===== config.mk =====
export PLATFORM = sky130hd
export DESIGN_NAME = e_alu_arb
export DESIGN_NICKNAME = d
export VERILOG_FILES = /design/src/rtl/e_alu_arb.sv
export SDC_FILE = /design/constraint.sdc
export NUM_CORES = 1
export LEC_CHECK = 0
export CAP_MARGIN = 15
export CORE_ASPECT_RATIO = 0.6
export CORE_MARGIN = 8
export CORE_UTILIZATION = 40
export CTS_CLUSTER_DIAMETER = 100
export DETAILED_ROUTE_END_ITERATION = 8
export GPL_TIMING_DRIVEN = 1
export PLACE_DENSITY = 0.86
export SLEW_MARGIN = 40
export SYNTH_ARGS = -nofsm -noshare
export SYNTH_HDL_FRONTEND = slang
export SYNTH_SLANG_ARGS = --single-unit

===== constraint.sdc =====
create_clock -name clk -period 2.11 [get_ports clk]
set_input_delay 0.3165 -clock clk [delete_from_list [all_inputs] [get_ports clk]]
set_output_delay 0.3165 -clock clk [all_outputs]
set_load 0.02 [all_outputs]

===== src/rtl/e_alu_arb.sv =====
// e_alu_arb: shares one external E-stage ALU between the main pipeline
// (port 0) and the auxiliary issue path (port 1). Round-robin grant,
// registered operand issue, and a one-entry result buffer per port.
// Optional build macro: ALU_ARB_OV_EN -- when defined, the overflow flag
// is captured for add/sub results; otherwise rsp*_ov is tied to zero.
module e_alu_arb #(
    parameter int W   = 32,
    parameter int OPW = 4
) (
    input  logic           clk,
    input  logic           reset,
    input  logic           flush,
    input  logic           req0_valid,
    input  logic [OPW-1:0] req0_op,
    input  logic [W-1:0]   req0_a,
    input  logic [W-1:0]   req0_b,
    output logic           req0_ready,
    input  logic           req1_valid,
    input  logic [OPW-1:0] req1_op,
    input  logic [W-1:0]   req1_a,
    input  logic [W-1:0]   req1_b,
    output logic           req1_ready,
    output logic [OPW-1:0] alu_op,
    output logic [W-1:0]   alu_a,
    output logic [W-1:0]   alu_b,
    input  logic [W-1:0]   alu_y,
    input  logic           alu_ov,
    output logic           rsp0_valid,
    output logic [W-1:0]   rsp0_y,
    output logic           rsp0_ov,
    input  logic           rsp0_ready,
    output logic           rsp1_valid,
    output logic [W-1:0]   rsp1_y,
    output logic           rsp1_ov,
    input  logic           rsp1_ready
);

    // Issue register (what the ALU is evaluating this cycle)
    logic           iss_vld_r;
    logic           iss_id_r;
    logic [OPW-1:0] alu_op_r;
    logic [W-1:0]   alu_a_r;
    logic [W-1:0]   alu_b_r;

    // Round-robin pointer: port that wins the next contention
    logic           rr_r;

    // Per-port result buffers
    logic           rsp0_valid_r;
    logic [W-1:0]   rsp0_y_r;
    logic           rsp1_valid_r;
    logic [W-1:0]   rsp1_y_r;

    // Combinational arbitration terms
    logic           busy0_s;
    logic           busy1_s;
    logic           elig0_s;
    logic           elig1_s;
    logic           gnt0_s;
    logic           gnt1_s;
    logic           any_gnt_s;
    logic           cmpl0_s;
    logic           cmpl1_s;

    // Eligibility, round-robin grant and completion decode
    always_comb begin
        busy0_s = iss_vld_r & (iss_id_r == 1'b0);
        busy1_s = iss_vld_r & (iss_id_r == 1'b1);
        // A port may issue only when its buffer is free or drains this cycle,
        // which keeps at most one op in flight plus one buffered per port.
        elig0_s = reset & ~flush & req0_valid & ~busy0_s & (~rsp0_valid_r | rsp0_ready);
        elig1_s = reset & ~flush & req1_valid & ~busy1_s & (~rsp1_valid_r | rsp1_ready);
        gnt0_s  = 1'b0;
        gnt1_s  = 1'b0;
        if (elig0_s && elig1_s) begin
            if (rr_r) begin
                gnt1_s = 1'b1;
            end else begin
                gnt0_s = 1'b1;
            end
        end else if (elig0_s) begin
            gnt0_s = 1'b1;
        end else if (elig1_s) begin
            gnt1_s = 1'b1;
        end else begin
            gnt0_s = 1'b0;
            gnt1_s = 1'b0;
        end
        any_gnt_s = gnt0_s | gnt1_s;
        cmpl0_s   = busy0_s & ~flush;
        cmpl1_s   = busy1_s & ~flush;
    end

    assign req0_ready = gnt0_s;
    assign req1_ready = gnt1_s;
    assign alu_op     = alu_op_r;
    assign alu_a      = alu_a_r;
    assign alu_b      = alu_b_r;
    assign rsp0_valid = rsp0_valid_r;
    assign rsp0_y     = rsp0_y_r;
    assign rsp1_valid = rsp1_valid_r;
    assign rsp1_y     = rsp1_y_r;

    // Issue register: load on grant, otherwise the op retires after one cycle
    always_ff @(posedge clk or negedge reset) begin
        if (!reset) begin
            iss_vld_r <= 1'b0;
            iss_id_r  <= 1'b0;
            alu_op_r  <= '0;
            alu_a_r   <= '0;
            alu_b_r   <= '0;
        end else if (flush) begin
            iss_vld_r <= 1'b0;
        end else if (any_gnt_s) begin
            iss_vld_r <= 1'b1;
            iss_id_r  <= gnt1_s;
            alu_op_r  <= gnt1_s ? req1_op : req0_op;
            alu_a_r   <= gnt1_s ? req1_a  : req0_a;
            alu_b_r   <= gnt1_s ? req1_b  : req0_b;
        end else begin
            // Operands deliberately hold their last value when idle
            iss_vld_r <= 1'b0;
        end
    end

    // Round-robin pointer: after a grant, favour the port that lost
    always_ff @(posedge clk or negedge reset) begin
        if (!reset) begin
            rr_r <= 1'b0;
        end else if (any_gnt_s) begin
            rr_r <= ~gnt1_s;
        end else begin
            rr_r <= rr_r;
        end
    end

    // Port 0 result buffer: a new result wins over a same-edge pop
    always_ff @(posedge clk or negedge reset) begin
        if (!reset) begin
            rsp0_valid_r <= 1'b0;
            rsp0_y_r     <= '0;
        end else if (flush) begin
            rsp0_valid_r <= 1'b0;
        end else if (cmpl0_s) begin
            rsp0_valid_r <= 1'b1;
            rsp0_y_r     <= alu_y;
        end else if (rsp0_valid_r && rsp0_ready) begin
            rsp0_valid_r <= 1'b0;
        end else begin
            rsp0_valid_r <= rsp0_valid_r;
        end
    end

    // Port 1 result buffer: a new result wins over a same-edge pop
    always_ff @(posedge clk or negedge reset) begin
        if (!reset) begin
            rsp1_valid_r <= 1'b0;
            rsp1_y_r     <= '0;
        end else if (flush) begin
            rsp1_valid_r <= 1'b0;
        end else if (cmpl1_s) begin
            rsp1_valid_r <= 1'b1;
            rsp1_y_r     <= alu_y;
        end else if (rsp1_valid_r && rsp1_ready) begin
            rsp1_valid_r <= 1'b0;
        end else begin
            rsp1_valid_r <= rsp1_valid_r;
        end
    end

`ifdef ALU_ARB_OV_EN
    localparam logic [OPW-1:0] OP_ADD = OPW'(4'b0000);
    localparam logic [OPW-1:0] OP_SUB = OPW'(4'b0001);

    logic rsp0_ov_r;
    logic rsp1_ov_r;

    // The ALU overflow flag is only meaningful for add and sub
    function automatic logic ov_qualify(input logic [OPW-1:0] op, input logic ov);
        return ((op == OP_ADD) || (op == OP_SUB)) ? ov : 1'b0;
    endfunction

    // Port 0 overflow capture alongside the result
    always_ff @(posedge clk or negedge reset) begin
        if (!reset) begin
            rsp0_ov_r <= 1'b0;
        end else if (cmpl0_s) begin
            rsp0_ov_r <= ov_qualify(alu_op_r, alu_ov);
        end else begin
            rsp0_ov_r <= rsp0_ov_r;
        end
    end

    // Port 1 overflow capture alongside the result
    always_ff @(posedge clk or negedge reset) begin
        if (!reset) begin
            rsp1_ov_r <= 1'b0;
        end else if (cmpl1_s) begin
            rsp1_ov_r <= ov_qualify(alu_op_r, alu_ov);
        end else begin
            rsp1_ov_r <= rsp1_ov_r;
        end
    end

    assign rsp0_ov = rsp0_ov_r;
    assign rsp1_ov = rsp1_ov_r;
`else
    // Overflow reporting disabled: flag is ignored and outputs tied low
    logic unused_alu_ov_s;
    assign unused_alu_ov_s = alu_ov;
    assign rsp0_ov = 1'b0;
    assign rsp1_ov = 1'b0;
`endif

endmodule


# [Word level (Yosys, flattened, before mapping)]
# Cells that the tools add are included.
# W data, S select, Z words.
[word_totals] input_bits=176 out_inout_bits=138 register_bits=137 word_cells=57
[op_classes] n_mux=18 bitwise_logic=21 n_reduce_logical=8
[op_table] op="$mux W32" n=2
[op_table] op="$mux W1" n=15
[op_table] op="$and A1 B1 Y1" n=11
[op_table] op="$not A1 Y1" n=7
[op_table] op="$reduce_and A2 Y1" n=3
[op_table] op="$reduce_bool A3 Y1" n=2
[op_table] op="$mux W4" n=1
[op_table] op="$logic_and A1 B1 Y1" n=3
[op_table] op="$or A1 B1 Y1" n=3

# [Depth between registers and ports, before layout]
[logic_depth] depth_word=11 depth_mapped=8 mapped_depth_nobuf=4

# [Worst setup path before layout]
# No wires, ideal clock.
[synth_path] path_kind="reg2out" from="reg rsp0_valid_r (netlist: rsp0_valid)" to="out req0_ready" arrival_time_ns=1.703 setup_slack_ns=0.091 n_path_buf=2 required_time_ns=1.794 stages_incl_launch_ff=7 path_cell_list="dfrtp_1 > and2b_1 > nor4bb_1 > buf_2 > buf_2 > inv_1 > a31oi_1"
[synth_via] elab_chain_cells=5 elab_cells_between_ends=6 classes_between="2 x mux; 3 x bitwise; 1 x reduce/logical"
[synth_lines] element="start: declaration" line="49" rtl="logic rsp0_valid_r;"
[synth_lines] element="start signal: assignment" line="150" rtl="rsp0_valid_r <= rsp0_valid_r;"
[synth_lines] element="$not A1 Y1 *" line="71" rtl="elig0_s = reset & ~flush & req0_valid & ~busy0_s & (~rsp0_valid_r | rsp0_ready);"
[synth_lines] element="$or A1 B1 Y1 *" line="71"
[synth_lines] element="$and A1 B1 Y1 *" line="71"
[synth_lines] element="$mux W1 or $logic_and A1 B1 Y1 (tied branches)" line="81, 75"
[synth_lines] element="$mux W1 *" line="75" rtl="if (elig0_s && elig1_s) begin"
[synth_lines] element="end: declaration" line="17" rtl="output logic req0_ready,"
# Every way passes the cells marked *; elsewhere a longest branch is shown, timed or not.

# [Worst setup path after layout]
[layout_path] from="in rsp0_ready" to="out req0_ready"
[layout_via] elab_chain_cells=4 elab_cells_between_ends=5 classes_between="2 x mux; 2 x bitwise; 1 x reduce/logical"
[layout_lines] element="start: declaration" line="31" rtl="input logic rsp0_ready,"
[layout_lines] element="$or A1 B1 Y1 *" line="71"
[layout_lines] element="$and A1 B1 Y1 *" line="71"
[layout_lines] element="$mux W1 or $logic_and A1 B1 Y1 (tied branches)" line="81, 75"
[layout_lines] element="$mux W1 *" line="75"
# Marked as above.

==> impl_metrics.env <==
export IMPL_status="finished, final reports clean"
export IMPL_io_buffers=310
export IMPL_fin_worst_skew_ns=0.0138
export IMPL_grt_pass1_vias=5917
export IMPL_setup_viol=0
export IMPL_clk_path_buf_depth=2
export IMPL_initial_core_util=0.406
export IMPL_diodes=0
export IMPL_drt_iter0_markers=519
export IMPL_grt_max_degree=69
export IMPL_holdWs_ns=0.483
export IMPL_post_place_ws_ns=-0.428
export IMPL_reg2reg_from="rsp0_valid"
export IMPL_drc=0
export IMPL_hold_violations=0
export IMPL_wirelength_um=22300
export IMPL_ant_nets=0
export IMPL_crit_path_top_delay_cell="clkdlybuf4s50_1"
export IMPL_tightest_slew_ns=0.707
export IMPL_clkSinkCount=137
export IMPL_wl_per_cell_um=20.9
export IMPL_max_stage_delay_ns=0.45
export IMPL_powerDensity_nw_per_um2=1200
export IMPL_via_count=5748
export IMPL_multi_input_area_sq_um=2460
export IMPL_crit_start="rsp0_ready"
export IMPL_gr_total_overflow=0
export IMPL_antenna_found_initial=0
export IMPL_endpoint_kind="primary output"
export IMPL_cp_max_fo=2
export IMPL_yosysWarnings=0
export IMPL_core_area_sq_um=15200
export IMPL_netlist_area_sq_um=6180
export IMPL_worstPathCellList="clkdlybuf4s50_1 > and2b_1 > nor4bb_4 > inv_1 > a31oi_1 > buf_4"
export IMPL_rows=35
export IMPL_synth_seq_area_share=0.555
export IMPL_syn_avg_cell_area_sq_um=11.0
export IMPL_hp_class="input pin to flop"
export IMPL_numPlacedInstances=1033
export IMPL_ys_types=31
export IMPL_final_setup_worst_slack_ns=0.0852
export IMPL_first_pass_iters=4
export IMPL_cp_arrival_ns=1.71
export IMPL_viasPerCell=5.40
export IMPL_finalWeightedCongestion=0.807
export IMPL_holdCritStartpoint="req1_b[30]"
export IMPL_design_area_sq_um=10100
export IMPL_finalNetCount=1026
export IMPL_syn2layout_area_growth_pct=64.1
export IMPL_grt_usage=0.219
export IMPL_yosys_register_bits=137
export IMPL_min_period_over_period=0.960
export IMPL_rsz0062_at_grt="true"
export IMPL_cp_data_required_time_ns=1.79
export IMPL_clk_transition_reported_paths_ns=0.07
export IMPL_irDropWorstVdd_mv=0.636
export IMPL_place_area_sq_um=9520
export IMPL_ff_latch_area_sq_um=3430
export IMPL_slew_headroom=0.529
export IMPL_cts_tree="done"
export IMPL_cp_start_kind="input pin"
export IMPL_clock_latency_ns=0.41
export IMPL_stdcell_count=1065
export IMPL_postLayoutCoreUtil=0.665
export IMPL_drive_gt1_frac=0.140
export IMPL_critical_path_class="input pin to primary output"
export IMPL_dp_hpwl_um=16500
export IMPL_leakage_nw=3.88
export IMPL_grt_pass1_wl_um=34400
export IMPL_drv_slew=0
export IMPL_die_w_um=176
export IMPL_pin_count=314
export IMPL_die_h_um=112
export IMPL_cts_setup_buffers=0
export IMPL_max_cap_violations=0
export IMPL_cts_max_level=4
export IMPL_die_area_sq_um=19800
export IMPL_fillers=1174
export IMPL_cts_root_buf="clkbuf_16"
export IMPL_syn_inst=560
export IMPL_max_freq_mhz=494
export IMPL_period_minus_slack_ns=2.02
export IMPL_numCtsBuffers=17
final timing paths:
| path | endpoint | slack, ns | cells past startpoint |
|---|---|---|---|
| min in group asynchronous | rsp0_y[22] | 0.60 | 3 |
| max | req0_ready | 0.09 | 6 |
| max reg2reg | alu_a[29] | 0.13 | 7 |
| max in group asynchronous | alu_b[29] | 0.45 | 4 |
| min | alu_b[30] | 0.48 | 3 |
| min reg2reg | rsp1_y[24] | 0.49 | 1 |
layout by cell type, fill, tap and decap left out, drive strengths merged:
master / count
clkdlybuf4s50: 307
dfrtp: 137
a31oi: 69
o21ai: 68
nor3: 68
nand3: 68
mux2: 64
buf: 25
clkbuf: 17
inv: 8
nor2: 6
bufinv: 3
nor2b: 3
or2: 2
conb: 2
clkinvlp: 2
clkinv: 2
and2b: 1
nor4b: 1
nand2: 1
nand2b: 1
nand4: 1
and2: 1
nor4bb: 1
and4: 1
or4b: 1
a21o: 1
dlygate4sd3: 1
per-stage QoR:
step | total power [mW] | TNS [ns]
4_1_cts | 12.3 | 0
3_3_place_gp | 9.01 | -22.62
6_report | 12.2 | 0
5_1_grt | 12.7 | -0.0273
2_1_floorplan | 6.35 | 0
3_5_place_dp | 9.15 | -25.38
Yosys cell counts, drive strengths merged:
cell type	n	area share
nor4b	1	0.0038
and2b	1	0.0012
nand4	1	0.0010
nor3	68	0.055
and4	1	0.0014
a31oi	69	0.070
conb	1	0.00061
or2	2	0.0020
nor4bb	1	0.0016
clkbuf	30	0.018
or4b	1	0.0016
o21ai	68	0.055
dfrtp	137	0.55
nor2	6	0.0036
mux2	64	0.12
nor2b	3	0.0043
nand2b	1	0.0010
inv	1	0.00061
nand3	68	0.071
a21o	1	0.0012
buf	33	0.033
nand2	1	0.00061
and2	1	0.0010
sequential cells by signal, summed over array words and instances, names as in the netlist:
signal / flops
rsp0_y: 32
iss_vld_r: 1
rsp1_y: 32
rsp0_valid: 1
alu_b: 32
rr_r: 1
alu_op: 4
rsp1_valid: 1
iss_id_r: 1
alu_a: 32
layout make-up:
class / count / share of cell area
inverter: 1 / 0.000370
sequential: 137 / 0.338
clock inverter: 14 / 0.0180
tap: 203 / 0.0250
clock buffer: 17 / 0.0419
multi-input combinational: 360 / 0.243
timing repair buffer: 333 / 0.334
critical path: cells and delay by family:
family	cells	cell delay [ns]
buffers and inverters	3	0.72
and+or+nand+nor	2	0.51
AOI/OAI and AO/OA	1	0.16
layer usage:
metal  GRT usage  vias to the layer above  share of wire  wire length (um)
li1            -                     2652              -                 -
met3      0.0818                       22           0.11              2400
met5           0                        -              0                 0
met2       0.360                      264           0.48             10600
met1       0.266                     2810           0.40              8910
met4      0.0574                        0          0.015               338
repair_timing:
action,4_1_cts,5_1_grt
hold endpoints to repair,33,0
gates cloned,0,0
hold buffers,1,0
setup endpoints to repair,3,63
gates resized for setup,9,5
report_power, final:
| group | switching (mW) | internal (mW) | total, mW |
|---|---|---|---|
| Sequential | 0.509 | 3.55 | 4.06 |
| Combinational | 2.46 | 2.54 | 5.00 |
| Clock | 1.21 | 1.89 | 3.09 |
cells by family (layout without fill, tap and decap cells):
family                 after synthesis  in the layout  share of synthesized area
buffers and inverters               64            365                     0.0522
flip-flops                         137            137                      0.555
AND/OR/NAND/NOR                    156            156                      0.150
other                                1              2                   0.000607
AO/OA/AOI/OAI                      138            138                      0.126
multiplexers                        64             64                      0.117
No activity file was read; power rests on OpenSTA's default activity.
